--- src/rtl/zedinterp.sv ---
// Z interpolator: walks a 16.16 Z value across 4-pixel phrases.
// Each phrase carries the integer Z of four consecutive pixels.

module zedinterp_lane #(
  parameter int unsigned LANE = 0
) (
  input  logic [31:0] base,
  input  logic [31:0] inc,
  output logic [15:0] z
);
  // Integer part only; fractional bits are truncated.
  assign z = 16'((base + 32'(LANE) * inc) >> 16);
endmodule

module zedinterp (
  input  logic        sys_clk,
  input  logic        resetl,
  input  logic        zload,
  input  logic [31:0] zstart,
  input  logic [31:0] zinc,
  input  logic [9:0]  zcount,
  input  logic        zout_ready,
  output logic [31:0] srczplo,
  output logic [31:0] srczphi,
  output logic        zout_valid,
  output logic        zbusy,
  output logic        zdone
);
  localparam int unsigned NUM_LANES = 4;
  localparam int unsigned VEC_W     = 16;

  typedef enum logic [1:0] {IDLE, LOAD, RUN, DONE} state_t;

  state_t                             state_q, state_d;
  logic [31:0]                        acc_q, acc_d;
  logic [31:0]                        zinc_q, zinc_d;
  logic [9:0]                         remaining_q, remaining_d;
  logic [NUM_LANES-1:0][VEC_W-1:0]    srcz_q, srcz_d, lane_z;
  logic                               zout_valid_q, zout_valid_d;
  logic                               zbusy_q, zbusy_d;
  logic                               zdone_q, zdone_d;
  logic                               accept, phrase_ld;

  // Lanes see the next accumulator value so a phrase is registered on the
  // same edge the accumulator advances.
  genvar g;
  generate
    for (g = 0; g < NUM_LANES; g++) begin : g_lane
      zedinterp_lane #(.LANE(g)) u_lane (
        .base (acc_d),
        .inc  (zinc_q),
        .z    (lane_z[g])
      );
    end
  endgenerate

  always_comb begin
    state_d      = state_q;
    acc_d        = acc_q;
    zinc_d       = zinc_q;
    remaining_d  = remaining_q;
    zout_valid_d = zout_valid_q;
    phrase_ld    = 1'b0;
    accept       = zout_valid_q & zout_ready;
    if (zload) begin
      state_d      = LOAD;
      acc_d        = zstart;
      zinc_d       = zinc;
      remaining_d  = zcount;
      zout_valid_d = 1'b0;
    end else begin
      case (state_q)
        LOAD: begin
          if (remaining_q == 10'd0) begin
            state_d = DONE;
          end else begin
            phrase_ld    = 1'b1;
            zout_valid_d = 1'b1;
            state_d      = RUN;
          end
        end
        RUN: begin
          if (accept) begin
            acc_d       = acc_q + (zinc_q << 2);
            remaining_d = remaining_q - 10'd1;
            if (remaining_q > 10'd1) begin
              phrase_ld = 1'b1;
            end else begin
              zout_valid_d = 1'b0;
              state_d      = DONE;
            end
          end
        end
        DONE:    state_d = IDLE;
        default: state_d = state_q;
      endcase
    end
    srcz_d  = phrase_ld ? lane_z : srcz_q;
    zdone_d = (state_d == DONE);
    zbusy_d = (state_d != IDLE);
  end

  always_ff @(posedge sys_clk or negedge resetl) begin
    if (!resetl) begin
      state_q      <= IDLE;
      acc_q        <= '0;
      zinc_q       <= '0;
      remaining_q  <= '0;
      srcz_q       <= '0;
      zout_valid_q <= 1'b0;
      zbusy_q      <= 1'b0;
      zdone_q      <= 1'b0;
    end else begin
      state_q      <= state_d;
      acc_q        <= acc_d;
      zinc_q       <= zinc_d;
      remaining_q  <= remaining_d;
      srcz_q       <= srcz_d;
      zout_valid_q <= zout_valid_d;
      zbusy_q      <= zbusy_d;
      zdone_q      <= zdone_d;
    end
  end

  assign srczplo    = srcz_q[1:0];
  assign srczphi    = srcz_q[3:2];
  assign zout_valid = zout_valid_q;
  assign zbusy      = zbusy_q;
  assign zdone      = zdone_q;
endmodule

--- config.mk ---
export PLATFORM = sky130hd
export DESIGN_NAME = zedinterp
export DESIGN_NICKNAME = d
export VERILOG_FILES = /design/src/rtl/zedinterp.sv
export SDC_FILE = /design/constraint.sdc
export NUM_CORES = 1
export LEC_CHECK = 0
export BUFFER_PORTS_ARGS = -buffer_cell sky130_fd_sc_hd__buf_2
export CELL_PAD_IN_SITES_DETAIL_PLACEMENT = 0
export CELL_PAD_IN_SITES_GLOBAL_PLACEMENT = 1
export CORE_ASPECT_RATIO = 0.8
export CORE_MARGIN = 2
export CORE_UTILIZATION = 44
export CTS_BUF_LIST = sky130_fd_sc_hd__clkbuf_2 sky130_fd_sc_hd__clkbuf_4 sky130_fd_sc_hd__clkbuf_8
export DETAILED_ROUTE_END_ITERATION = 8
export HOLD_SLACK_MARGIN = 0.1
export PLACE_DENSITY_LB_ADDON = 0.12
export SETUP_SLACK_MARGIN = 0.15
export SYNTH_ARGS = -nofsm -noshare
export SYNTH_HDL_FRONTEND = slang
export SYNTH_SLANG_ARGS = --single-unit
--- constraint.sdc ---
create_clock -name sys_clk -period 8 [get_ports sys_clk]
set_input_delay 0.8 -clock sys_clk [delete_from_list [all_inputs] [get_ports sys_clk]]
set_output_delay 0.8 -clock sys_clk [all_outputs]
set_load 0.02 [all_outputs]
After elaboration in Yosys (flattened, before gate mapping):

Cells that the tools add are included.

* add/subtract/negate cells: 5
* $mul: 1
* magnitude comparators: 1
* eq/ne operators: 7
* multiplexer cells: 21
* bitwise logic cells: 1
* reductions and logical operators: 7

Operators with widths (number)
* 32-bit adder: 4
* 32-bit two-way mux: 3
* 2-bit by 32-bit multiplier with 32-bit output, first input constant: 1
* 10-bit two-way mux: 3
* 10-bit by 1-bit greater-than comparator with 1-bit output, second input constant: 1
* 10-bit zero test: 1
* 10-bit by 1-bit subtractor with 10-bit output, second input constant: 1
* 1-bit two-way mux: 9
* 3-bit inequality test, second input constant: 3
* 2-bit equality test, second input constant: 3
* 2-bit two-way mux: 3
* 2-bit case mux with 3 select lines: 1
* 2-bit nonzero test: 3
* 1-bit case mux with 2 select lines: 2
* 4-bit AND reduction: 1
* 3-bit nonzero test: 1
* 2-bit by 1-bit equality test with 1-bit output, second input constant: 1
* 2-bit AND reduction: 1
* 1-bit bitwise AND: 1

* register bits: 143
* input bits: 78
* output and inout bits: 67
* logic and storage cells: 54

Depth between registers and ports, before layout:

Gate-level depths: netlist (run 1).

* depth in word-level cells: 6
* depth in mapped cells: 26
* gate-level depth less buffers: 26

Cells and area by module:

A second synthesis (run 1) with hierarchy kept.

* cell total of the unflattened synthesis: 1301
* area total of the unflattened synthesis: 12449.4 µm²

By module, submodules not included
* zedinterp: times used 1, cells an instance 674, area an instance 7557.2 µm², seq. area each 3578.4 µm²
* zedinterp_lane at g_lane[3].u_lane: times used 1, cells an instance 261, area an instance 2172.1 µm², seq. area each 0.0 µm²
* zedinterp_lane at g_lane[2].u_lane: times used 1, cells an instance 192, area an instance 1342.5 µm², seq. area each 0.0 µm²
* zedinterp_lane at g_lane[1].u_lane: times used 1, cells an instance 158, area an instance 1257.5 µm², seq. area each 0.0 µm²
* zedinterp_lane at g_lane[0].u_lane: times used 1, cells an instance 16, area an instance 120.1 µm², seq. area each 0.0 µm²

Worst setup path after synthesis (run 1):

OpenSTA, ideal clock, no wires.

* path kind: flip-flop to flip-flop
* start: register zinc_q[0]
* end: register srcz_q, in the netlist srczphi[31]
* setup time: 0.132 ns
* arrival: 5.518 ns
* required time: 7.868 ns
* slack: 2.350 ns
* cell stages (with the launch flop): 27
* path buffers: 0
* period minus slack after synthesis: 5.650 ns
* path through: dfrtp_1 -> ha_1 -> fa_1 -> a21o_1 -> a21oi_1 -> o21bai_1 -> a21oi_1 -> o211ai_1 -> a21oi_1 -> o21ai_0 -> a31oi_1 -> xnor2_1 -> nor2_1 -> o31ai_1 -> fa_1 -> ha_1 -> nand2_1 -> o21ai_0 -> o21bai_1 -> a21o_1 -> o211ai_2 -> a41oi_2 -> o21ai_2 -> o211a_1 -> nor3_2 -> xor2_1 -> o21ai_1

* cells in the longest elaborated chain, start to end: 5
* elaborated cells on any way between the ends: 6
* those cells by class: 2 x add/sub; 1 x mul; 3 x mux

RTL lines
* start, declared: RTL line 36 `logic [31:0] zinc_q, zinc_d;`
* start signal, assigned: RTL line 116 `zinc_q <= zinc_d;`
* 32-bit adder: RTL line 84 `acc_d = acc_q + (zinc_q << 2);`
* 32-bit two-way mux: RTL line 83 `if (accept) begin`
* 32-bit two-way mux: RTL line 72 `case (state_q)`
* 32-bit two-way mux: RTL line 65 `if (zload) begin`
* via acc_d[20]: RTL line 35 `logic [31:0] acc_q, acc_d;`
* 32-bit adder: RTL line 12 `assign z = 16'((base + 32'(LANE) * inc) >> 16);`
* end signal, assigned: RTL line 118 `srcz_q <= srcz_d;`
* end, declared: RTL line 38 `logic [NUM_LANES-1:0][VEC_W-1:0] srcz_q, srcz_d, lane_z;`

The timed path passes the listed nets, and every way through them passes these cells.
A chain may end at the register's enable or synchronous reset.

Worst setup path after layout (run 1):

Same ends and word-level chain as after synthesis.

==> results of run 1 <==
final timing paths:
path | endpoint | slack [ns]
max | srczphi[31] | 1.44
min in group sys_clk | srczplo[23] | 0.48
max reg2reg | srczphi[31] | 1.44
min | zinc_q[8] | 0.40
max in group asynchronous | srczphi[29] | 6.31
min reg2reg | srczplo[23] | 0.48
stage by stage:
stage	instances	setup slack [ns]
after global routing	1602	0.775
after detailed placement	1570	1.51
after global placement	1570	1.61
after CTS	1602	1.45
final	1602	1.44
after floorplan	1141	2.35
cell type report:
| cell class | count | area, sq um | share of cell area [%] |
|---|---|---|---|
| multi-input cells | 903 | 6740 | 55.1 |
| flip-flops and latches | 143 | 3580 | 29.3 |
| repair buffers | 152 | 790 | 6.46 |
| well taps | 312 | 390 | 3.20 |
| clock buffers | 20 | 256 | 2.10 |
| clock inverters | 12 | 239 | 1.96 |
| inverters | 60 | 225 | 1.84 |
routing by layer:
layer | up-vias | global-route usage [%] | wire (um)
li1 | 4337 | - | -
met1 | 4138 | 34.0 | 14300
met2 | 187 | 32.5 | 11200
met3 | 26 | 4.39 | 1220
met4 | 0 | 6.04 | 439
met5 | - | 0 | 0
sequential cells by signal, summed over array words and instances, names as in the netlist:
name / cells
acc_q: 32
remaining_q: 10
srczphi: 32
srczplo: 32
state_q: 2
zbusy: 1
zdone: 1
zinc_q: 32
zout_valid: 1
cells in the mapped netlist, types with 4 or more instances:
master	instances
nor2b_1	11
a21oi_1	89
fa_1	31
o211ai_1	8
nand2_1	134
o21ai_0	102
a211o_1	4
nand4_1	11
clkbuf_1	29
nand3_1	14
or2_2	4
dfrtp_1	143
o21ai_1	22
xnor2_1	51
nor2_1	59
a31oi_1	5
buf_1	4
a211oi_1	12
o21bai_1	13
inv_1	60
or3_1	5
o21a_1	15
mux2_2	35
and3_1	9
a21o_1	33
xor2_1	28
ha_1	122
o31ai_1	9
mux2i_1	9
nand2b_1	7
nor3_1	17
power by group through the flow:
stage	sequential (mW)	clock [mW]	combinational, mW
floorplan	1.24	0	0.922
global placement	1.07	0	1.54
detailed placement	1.07	0	1.56
CTS	1.06	0.753	1.57
global route	1.09	0.791	1.75
finish	1.06	0.741	1.56
cell families (layout without fill, tap and decap cells):
group	count (synthesis)	after routing
DFF	143	143
adders and majority gates	153	153
and+or+nand+nor	285	285
buffers and inverters	95	244
AOI/OAI and AO/OA	341	341
xor gates and xnor gates	79	79
muxes	45	45
worst max-delay path, cell delays in order, from the launching register on:
cell	delay, ns
dfrtp_1	0.46
ha_1	0.25
fa_1	0.42
a21o_1	0.17
a21oi_1	0.21
o21bai_1	0.08
a21oi_1	0.32
o211ai_1	0.15
a21oi_1	0.28
o21ai_0	0.14
a31oi_1	0.23
xnor2_1	0.15
nor2_1	0.08
o31ai_1	0.61
fa_1	0.52
ha_1	0.36
nand2_1	0.06
o21ai_0	0.27
o21bai_1	0.18
a21o_1	0.17
o211ai_2	0.12
a41oi_2	0.35
o21ai_2	0.15
o211a_1	0.26
nor3_2	0.18
xor2_1	0.16
o21ai_1	0.07
==> metrics.md, run 1 <==
| Metric | Value |
|---|---|
| Startpoint Class | `flop` |
| Clk sinks | `between 100 and 150` |
| Maximum clock insertion buffer count | `2` |
| Wire per inst | `~17 um` |
| Reg2reg path depth | `26` |
| Final Util | `roughly 52%` |
| Fmax | `~150 MHz` |
| Slew headroom | `between 30% and 40%` |
| Largest fanout on the critical path | `6` |
| Simple-gate area share of the yosys netlist | `12.0%` |
| Max Cap Viol | `0` |
| Total power | `roughly 3.4 mW` |
| Most common library cell in the layout ignoring fill and taps | `dfrtp_1` |
| Worst setup path startpoint | `zinc_q[0]` |
| Synth area leader | `dfrtp_1` |
| Sw power | `1.38 mW` |
| Worst Max-Slew Pin Slew | `between 0.9 and 1 ns` |
| R2r startpoint | `zinc_q[0]` |
| Reg clk slew, reported paths | `0.10 ns` |
| Hold Violations, Final | `0` |
| Number of synthesized flops with an enable pin | `0` |
| Root buffer cell | `clkbuf_8` |
| RePlAce Congestion | `just under 0.9` |
| Drc violations | `0` |
| I/O Buffers | `around 140` |
| Type of destination of the critical path | `flop` |
| Antenna diode count | `0` |
| ANT nets after route | `0` |
| Sequential share of power | `about a third` |
| Die H | `about 140 um` |
| GRT overflow | `0` |
| Vias/cell | `about 5.4` |
| Status | `complete, no violations` |
| Largest net degree at the start of global routing | `between 80 and 90` |
| Setup Viol. Count Final | `0` |
| HPWL after detailed placement | `a little over 20 mm` |
| Total track usage | `22.5%` |
| Int Pwr | `a little under 2 mW` |
| Avg Cell Area, Syn | `between 9 and 10 sq um` |
| Final max-slew violation count | `0` |
| Clock power frac | `~22%` |
| Cell Area, Placed | `about 12,000 sq um` |
| Critical path arrival | `6.88 ns` |
| Post-Syn Nets | `1,372` |
| Crit share post-route | `between 80% and 90%` |
| Synth Area in XOR/XNOR | `under 10%` |
| Cells after synthesis | `1,141` |
| Largest cells by area after synthesis | `dfrtp_1 34%, ha_1 14%, fa_1 5.8%` |
| Post-synthesis adder-cell area fraction | `roughly a fifth` |
| CP Class | `flop to flop` |
| Setup bufs post-CTS | `0` |
| Post-Syn Area | `about 11,000 sq um` |
| Worst Hold Class | `input pin to async pin` |
| Multiplexer area fraction after synthesis | `under 10%` |
| Die area | `~26,000 sq um` |
| Ys flop type | `dfrtp_1` |
| Io pins | `roughly 150` |
| First-pass GRT wire length | `approximately 45 mm` |
| Sequential share of the synthesized area | `33.5%` |
| H-tree levels | `4` |
| Routed wire length | `between 20 and 30 mm` |
| Share of the synthesized area in the top cell type | `33.5%` |
| Post-cts resize count | `0` |
| Setup TNS | `0 ns` |
| DR pass1 iterations | `5` |
| # rows | `50` |
| Area grow syn2layout | `14.5%` |
| Die Wd | `178 um` |
| Sw frac | `between 40% and 50%` |
| Comb pwr share | `a little under half` |
| Yosys cell types | `63` |
| RSZ-0062 raised after global routing | `no` |
| Largest family of logic cells by synthesized area | `adder cells` |
| Fillers | `approximately 2,200` |
| Initial antenna violation count | `0` |
| Total CTS buffers | `17` |
| Register bit count reported by yosys | `143` |
| Syn. warnings | `0` |
| Vias in the first global route | `around 8,500` |
| Clock latency at the later pin of the worst-skew pair | `approximately 0.47 ns` |
| Compound-Gate Fraction of Synth Area | `around a fifth` |
| DR vias | `between 8,000 and 9,000` |
| Pleak | `5.91 nW` |
| Initial drt markers | `562` |
| Worst EP required | `8.32 ns` |
| Final min period | `between 6 and 7 ns` |
| Ys async rst share | `100%` |
| CTS tree | `done` |
| Worst vdd ir | `0.232 mV` |
| Setup Skew | `about 0.023 ns` |
| Core area | `23,600 sq um` |
| Pwr per Cell Area | `roughly 270 nW/um^2` |
| Post-route cell area | `approximately 12,000 sq um` |
| Starting Density | `between 40 and 50%` |
| Fin Hold WS | `between 0.3 and 0.4 ns` |
| Commonest cells after routing, fill and taps aside | `143 x dfrtp_1, 142 x buf_2, 134 x nand2_1` |
| Share of layout cells above drive strength 1 | `a little under a fifth` |
| Hold buffers post-CTS | `0` |
| Fin nets | `between 1,500 and 2,000` |
No activity file was read; power rests on OpenSTA's default activity.
==> run 2, diff against run 1 <==
--- a/config.mk
+++ b/config.mk
@@ -10,7 +10,7 @@
 export CELL_PAD_IN_SITES_GLOBAL_PLACEMENT = 1
 export CORE_ASPECT_RATIO = 0.8
 export CORE_MARGIN = 2
-export CORE_UTILIZATION = 44
+export CORE_UTILIZATION = 42
 export CTS_BUF_LIST = sky130_fd_sc_hd__clkbuf_2 sky130_fd_sc_hd__clkbuf_4 sky130_fd_sc_hd__clkbuf_8
 export DETAILED_ROUTE_END_ITERATION = 8
 export HOLD_SLACK_MARGIN = 0.1
==> constraint.sdc (replaced) <==
create_clock -name sys_clk -period 5.72 [get_ports sys_clk]
set_input_delay 0.572 -clock sys_clk [delete_from_list [all_inputs] [get_ports sys_clk]]
set_output_delay 0.572 -clock sys_clk [all_outputs]
set_load 0.02 [all_outputs]
==> metrics.md, run 2 (same netlist as run 1, synthesis figures left out) <==
| Metric | Value |
|---|---|
| Status | `complete, no violations` |
| Total track usage | `22.6% (+0.13 points)` |
| RSZ-0062 raised after global routing | `yes` |
| Initial antenna violation count | `1 (+1)` |
| Hold buffers post-CTS | `0 (unchanged)` |
| Slew headroom | `44.4% (+11 points)` |
| Starting Density | `42.5% (-2.8 points)` |
| Largest net degree at the start of global routing | `121 (+38%)` |
| Die H | `147 um (+2.3%)` |
| Fmax | `181 MHz (+19%)` |
| Cell Area, Placed | `12,300 sq um (+4.9%)` |
| Type of destination of the critical path | `flop` |
| HPWL after detailed placement | `22.5 mm (+8.7%)` |
| Core area | `25,100 sq um (+6.5%)` |
| Worst Max-Slew Pin Slew | `0.835 ns (-0.157 ns)` |
| Vias/cell | `5.28 (-2.7%)` |
| Most common library cell in the layout ignoring fill and taps | `dfrtp_1` |
| Drc violations | `0 (unchanged)` |
| Wl on met1 | `15.3 mm (+7.4%)` |
| Crit-path most repeated cell | `a21o_1` |
| Pre-CTS setup slack | `-0.00258 ns (-1.52 ns)` |
| Max Cap Viol | `0 (unchanged)` |
| DR vias | `8,948 (+3.0%)` |
| Reg2reg path depth | `28 (+7.7%)` |
| Fin Hold WS | `0.157 ns (-0.241 ns)` |
| Final max-slew violation count | `0 (unchanged)` |
| Pleak | `6.33 nW (+7.2%)` |
| First-pass GRT wire length | `47.1 mm (+5.6%)` |
| Fillers | `2,404 (+9.2%)` |
| Final min period | `5.53 ns (-1.03 ns)` |
| Total CTS buffers | `17 (unchanged)` |
| Comb pwr share | `50.5% (+4.2 points)` |
| Setup Skew | `0.0121 ns (-0.0110 ns)` |
| Pwr per Cell Area | `377 nW/um^2 (+37%)` |
| Critical path arrival | `5.87 ns (-1.01 ns)` |
| Root buffer cell | `clkbuf_8` |
| Commonest cells after routing, fill and taps aside | `143 x dfrtp_1, 142 x buf_2, 132 x nand2_1` |
| Largest fanout on the critical path | `4 (-2)` |
| Final worst slack | `0.194 ns (-1.25 ns)` |
| I/O Buffers | `144 (unchanged)` |
| Top sig layer | `met5` |
| Antenna diode count | `0 (unchanged)` |
| # rows | `52 (+4.0%)` |
| Sw frac | `41.0% (about the same)` |
| Io pins | `145 (unchanged)` |
| Hold Violations, Final | `0 (unchanged)` |
| Worst EP required | `6.06 ns (-2.26 ns)` |
| FF+latch area | `3580 sq um (unchanged)` |
| Startpoint Class | `flop` |
| Sequential share of power | `29.6% (-2.0 points)` |
| ANT nets after route | `0 (unchanged)` |
| Vias in the first global route | `8,848 (+4.0%)` |
| Maximum clock insertion buffer count | `2 (unchanged)` |
| Clk sinks | `143 (unchanged)` |
| DR pass1 iterations | `5 (unchanged)` |
| Setup TNS | `0 ns (unchanged)` |
| Worst Hold Class | `input pin to async pin` |
| Crit share post-route | `96.6% (+15 points)` |
| Reg clk slew, reported paths | `0.08 ns (-0.02 ns)` |
| RePlAce Congestion | `0.864 (-1.9%)` |
| Int Pwr | `2.92 mW (+47%)` |
| Share of layout cells above drive strength 1 | `26.9% (+8.4 points)` |
| GRT overflow | `0 (unchanged)` |
| Post-route cell area | `13,100 sq um (+7.6%)` |
| Wire per inst | `17.3 um (+2.1%)` |
| Clock latency at the later pin of the worst-skew pair | `0.48 ns (about the same)` |
| Die Wd | `182 um (+2.3%)` |
| Fin nets | `1,589 (+5.4%)` |
| Routed length on met3 | `1.47 mm (+21%)` |
| Routed met2 length | `12.3 mm (+9.2%)` |
| Routed wire length | `29.3 mm (+8.0%)` |
| Sw power | `2.03 mW (+48%)` |
| Total power | `4.95 mW (+47%)` |
| Area grow syn2layout | `23.2%` |
| Worst vdd ir | `0.258 mV (+11%)` |
| CTS tree | `done` |
| CP Class | `flop to flop` |
| Max stage delay cell, worst path | `fa_2` |
| Clock power frac | `20.0% (-2.1 points)` |
| Initial drt markers | `442 (-21%)` |
| Setup Viol. Count Final | `0 (unchanged)` |
| H-tree levels | `4 (unchanged)` |
| Area occupied by multi-input gates | `7030 sq um (+4.4%)` |
| Die area | `26,700 sq um (+4.6%)` |
| Slowest stage delay, CP | `0.50 ns (-0.11 ns)` |
==> run 2: power by group through the flow <==
stage | sequential (mW) | combinational (mW) | clock, mW
6_report | 1.46 | 2.50 | 0.989
2_1_floorplan | 1.73 | 1.29 | 0
3_5_place_dp | 1.48 | 2.34 | 0
4_1_cts | 1.46 | 2.38 | 1.01
3_3_place_gp | 1.48 | 2.32 | 0
5_1_grt | 1.50 | 2.76 | 1.06
==> run 2: metrics by stage <==
step / util [%] / instances
3_3_place_gp: 49.0 / 1654
6_report: 52.3 / 1695
5_1_grt: 52.3 / 1695
3_5_place_dp: 49.0 / 1654
4_1_cts: 51.2 / 1689
2_1_floorplan: - / 1141
==> run 2: timing repair <==
| action | in CTS | in global routing |
|---|---|---|
| buffers inserted | 3 | 6 |
| endpoints found under the setup margin | 13 | 25 |
| resized for setup | 17 | 50 |
| pin swaps | 12 | 44 |
| cloned | 0 | 0 |
==> run 2: critical path, delay by kind of cell, from the launching register on <==
family	cells	cell delay (ns)
compound gates	18	3.08
fa+ha+maj	4	1.22
flops	1	0.39
buf+inv	2	0.30
xor+xnor	2	0.28
mux	1	0.12
simple gates	1	0.05
==> run 2: area by class of cell <==
cell class              count  area share [%]
clock inverters            10            1.37
multi-input cells         903            53.5
well taps                 324            3.09
clock buffers              22            2.30
flip-flops and latches    143            27.2
inverters                  60            1.71
repair buffers            233            10.8
==> run 2: final timing paths <==
path	slack, ns	endpoint	start
worst max-delay path	0.19	srczphi[29]	acc_q[2]
worst min-delay path	0.16	zinc_q[2]	resetl
worst max register to register	0.19	srczphi[29]	acc_q[2]
worst min register to register	0.48	srczplo[15]	srczplo[15]
max in group asynchronous	4.25	srczphi[20]	resetl
min in group sys_clk	0.31	zinc_q[4]	zinc[4]
==> run 2: layer usage <==
metal | up-vias | global-route usage, %
li1 | 4480 | -
met1 | 4287 | 33.9
met2 | 162 | 33.1
met3 | 17 | 5.21
met4 | 2 | 4.76
met5 | - | 0
==> run 3, diff against run 2 <==
--- a/config.mk
+++ b/config.mk
@@ -11,8 +11,9 @@
 export CORE_ASPECT_RATIO = 0.8
 export CORE_MARGIN = 2
 export CORE_UTILIZATION = 42
-export CTS_BUF_LIST = sky130_fd_sc_hd__clkbuf_2 sky130_fd_sc_hd__clkbuf_4 sky130_fd_sc_hd__clkbuf_8
+export CTS_BUF_LIST = sky130_fd_sc_hd__clkbuf_4
 export DETAILED_ROUTE_END_ITERATION = 8
+export GPL_TIMING_DRIVEN = 0
 export HOLD_SLACK_MARGIN = 0.1
 export PLACE_DENSITY_LB_ADDON = 0.12
 export SETUP_SLACK_MARGIN = 0.15
==> constraint.sdc (replaced) <==
create_clock -name sys_clk -period 5.72 [get_ports sys_clk]
set_input_delay 0.572 -clock sys_clk [delete_from_list [all_inputs] [get_ports sys_clk]]
set_output_delay 0.572 -clock sys_clk [all_outputs]
set_load 0.1 [all_outputs]
==> metrics.md, run 3 (same netlist as run 1, synthesis figures left out) <==
| Metric | Value |
|---|---|
| Worst EP required | `6.19 ns (+0.13 ns)` |
| Final min period | `5.64 ns (+0.119 ns)` |
| Reg clk slew, reported paths | `0.14 ns (+0.06 ns)` |
| Min-delay src | `zinc[3]` |
| Worst vdd ir | `0.417 mV (+62%)` |
| Clock latency at the later pin of the worst-skew pair | `0.61 ns (+0.13 ns)` |
| DR vias | `9,092 (+1.6%)` |
| # rows | `52 (unchanged)` |
| Core area | `25,100 sq um (unchanged)` |
| Setup Skew | `0.0246 ns (+0.0125 ns)` |
| Hold endpoint | `zinc_q[3]` |
| Post-route insts no fill | `1,682 (-0.77%)` |
| Setup TNS | `0 ns (unchanged)` |
| CTS tree | `done` |
| Status | `complete, no violations` |
| Flop-to-flop setup slack | `0.08 ns (-0.12 ns)` |
| Hold Violations, Final | `0 (unchanged)` |
| RePlAce Congestion | `0.857 (-0.81%)` |
| Fmax | `177 MHz (-2.1%)` |
| Reg2reg end | `srczphi[31]` |
| Largest fanout on the critical path | `5 (+1)` |
| Wire per inst | `19.3 um (+12%)` |
| GRT overflow | `0 (unchanged)` |
| Vias in the first global route | `8,890 (+0.47%)` |
| HPWL after detailed placement | `24.1 mm (+7.3%)` |
| Die area | `26,700 sq um (unchanged)` |
| Pwr per Cell Area | `466 nW/um^2 (+24%)` |
| Type of destination of the critical path | `flop` |
| Reg2reg path depth | `25 (-11%)` |
| Final max-slew violation count | `0 (unchanged)` |
| Critical path arrival | `6.12 ns (+0.25 ns)` |
| Share of layout cells above drive strength 1 | `26.9% (about the same)` |
| Total CTS buffers | `17 (unchanged)` |
| Placed Instances | `1,610 (-2.7%)` |
| Most common library cell in the layout ignoring fill and taps | `buf_2` |
| I/O Buffers | `144 (unchanged)` |
| Max Cap Viol | `0 (unchanged)` |
| RSZ-0062 raised after global routing | `yes` |
| Routed wire length | `32.4 mm (+11%)` |
| Pleak | `6.12 nW (-3.4%)` |
| Slew headroom | `37.3% (-7.1 points)` |
| Commonest cells after routing, fill and taps aside | `146 x buf_2, 133 x dfrtp_1, 132 x nand2_1` |
| Total power | `6.05 mW (+22%)` |
| Area grow syn2layout | `21.7%` |
| Drc violations | `0 (unchanged)` |
| Worst Hold Class | `input pin to flop` |
| DR pass1 iterations | `5 (unchanged)` |
| Startpoint Class | `flop` |
| Worst Max-Slew Pin Slew | `0.941 ns (+0.106 ns)` |
| Die H | `147 um (unchanged)` |
| Vias/cell | `5.41 (+2.4%)` |
| Root buffer cell | `clkbuf_4` |
| ANT nets after route | `0 (unchanged)` |
| Pre-CTS setup slack | `-1.03 ns (-1.03 ns)` |
| First-pass GRT wire length | `50.6 mm (+7.2%)` |
| Final worst slack | `0.0753 ns (-0.119 ns)` |
| Maximum clock insertion buffer count | `2 (unchanged)` |
| Max stage delay cell, worst path | `o41ai_4` |
| CP Class | `flop to flop` |
| Crit share post-route | `98.7% (+2.1 points)` |
| R2r startpoint | `zinc_q[0]` |
| Fin nets | `1,576 (-0.82%)` |
| Total track usage | `24.9% (+2.3 points)` |
| Io pins | `145 (unchanged)` |
| Slowest stage delay, CP | `0.57 ns (+0.07 ns)` |
| H-tree levels | `4 (unchanged)` |
| Die Wd | `182 um (unchanged)` |
| Starting Density | `42.5% (unchanged)` |
| Initial drt markers | `653 (+48%)` |
| Largest net degree at the start of global routing | `93 (-23%)` |
| Crit-path most repeated cell | `a21oi_2` |
| Clk sinks | `143 (unchanged)` |
| Initial antenna violation count | `1 (unchanged)` |
| Setup Viol. Count Final | `0 (unchanged)` |
| Hold path depth | `3` |
run 3: changes by cell type in the layout (fill, tap and decap cells not counted), sizes merged:
cell,previous run,this run
bufinv,5,3
diode,0,1
buf,233,190
dlygate4sd3,0,1
clkbuf,22,46
clkinv,3,8
clkinvlp,2,3
run 3: metal layers:
layer  share of wire (%)  global-route usage (%)  vias to the layer above
met5                   0                       0                        -
li1                    -                       -                     4462
met3                 4.2                    3.89                       13
met1                  53                    39.3                     4411
met2                  43                    36.0                      206
met4                0.65                    4.40                        0
run 3: how the worst max path moves through the flow:
| stage | startpoint | end | slack [ns] |
|---|---|---|---|
| finish | zinc_q[0] | srczphi[31] | 0.08 |
| global route | zinc_q[1] | srczphi[31] | -0.18 |
| CTS | zinc_q[0] | srczphi[31] | 0.13 |
| detailed placement | zinc_q[0] | srczphi[31] | -1.03 |
| global placement | zinc_q[0] | srczphi[31] | -1.04 |
| floorplan | zinc_q[0] | srczphi[31] | 0.18 |
run 3: layout make-up:
cell class / count / area, sq um
Inverter: 60 / 225
Clock inverter: 14 / 150
Tap cell: 324 / 405
Multi-Input combinational cell: 903 / 7280
Sequential cell: 143 / 3590
Buffer: 35 / 145
Antenna cell: 1 / 2.50
Fill cell: 2467 / 12100
Timing Repair Buffer: 185 / 1060
Clock buffer: 17 / 128
run 3: worst max-delay path, delay by kind of cell (launching register included):
kind,cells,cell delay [ns]
AND/OR/NAND/NOR,3,0.39
adder cells (fa/ha/maj),4,1.37
XOR/XNOR,2,0.21
flip-flops,1,0.46
buffers and inverters,2,0.24
AO/OA/AOI/OAI,14,2.84
run 3: timing repair:
action,CTS,global route
hold endpoints to repair,51,0
buffers inserted,23,16
hold buffers,1,0
resized for setup,75,60
pin swaps,31,42
gates cloned,0,0
setup endpoints to repair,34,21
run 3: stage by stage:
stage	hold WS (ns)	utilization, %	cell area [sq um]
after global placement	0.463	47.0	11800
after floorplan	0.276	-	10700
final	0.155	51.7	13000
after detailed placement	0.470	47.1	11800
after global routing	0.137	51.7	13000
after CTS	0.117	50.1	12600
run 3: power breakdown:
| group | switching (mW) | leakage [nW] | internal, mW |
|---|---|---|---|
| Sequential | 0.204 | 1.72 | 1.28 |
| Clock | 0.406 | 0.148 | 0.292 |
| Combinational | 2.81 | 4.25 | 1.06 |
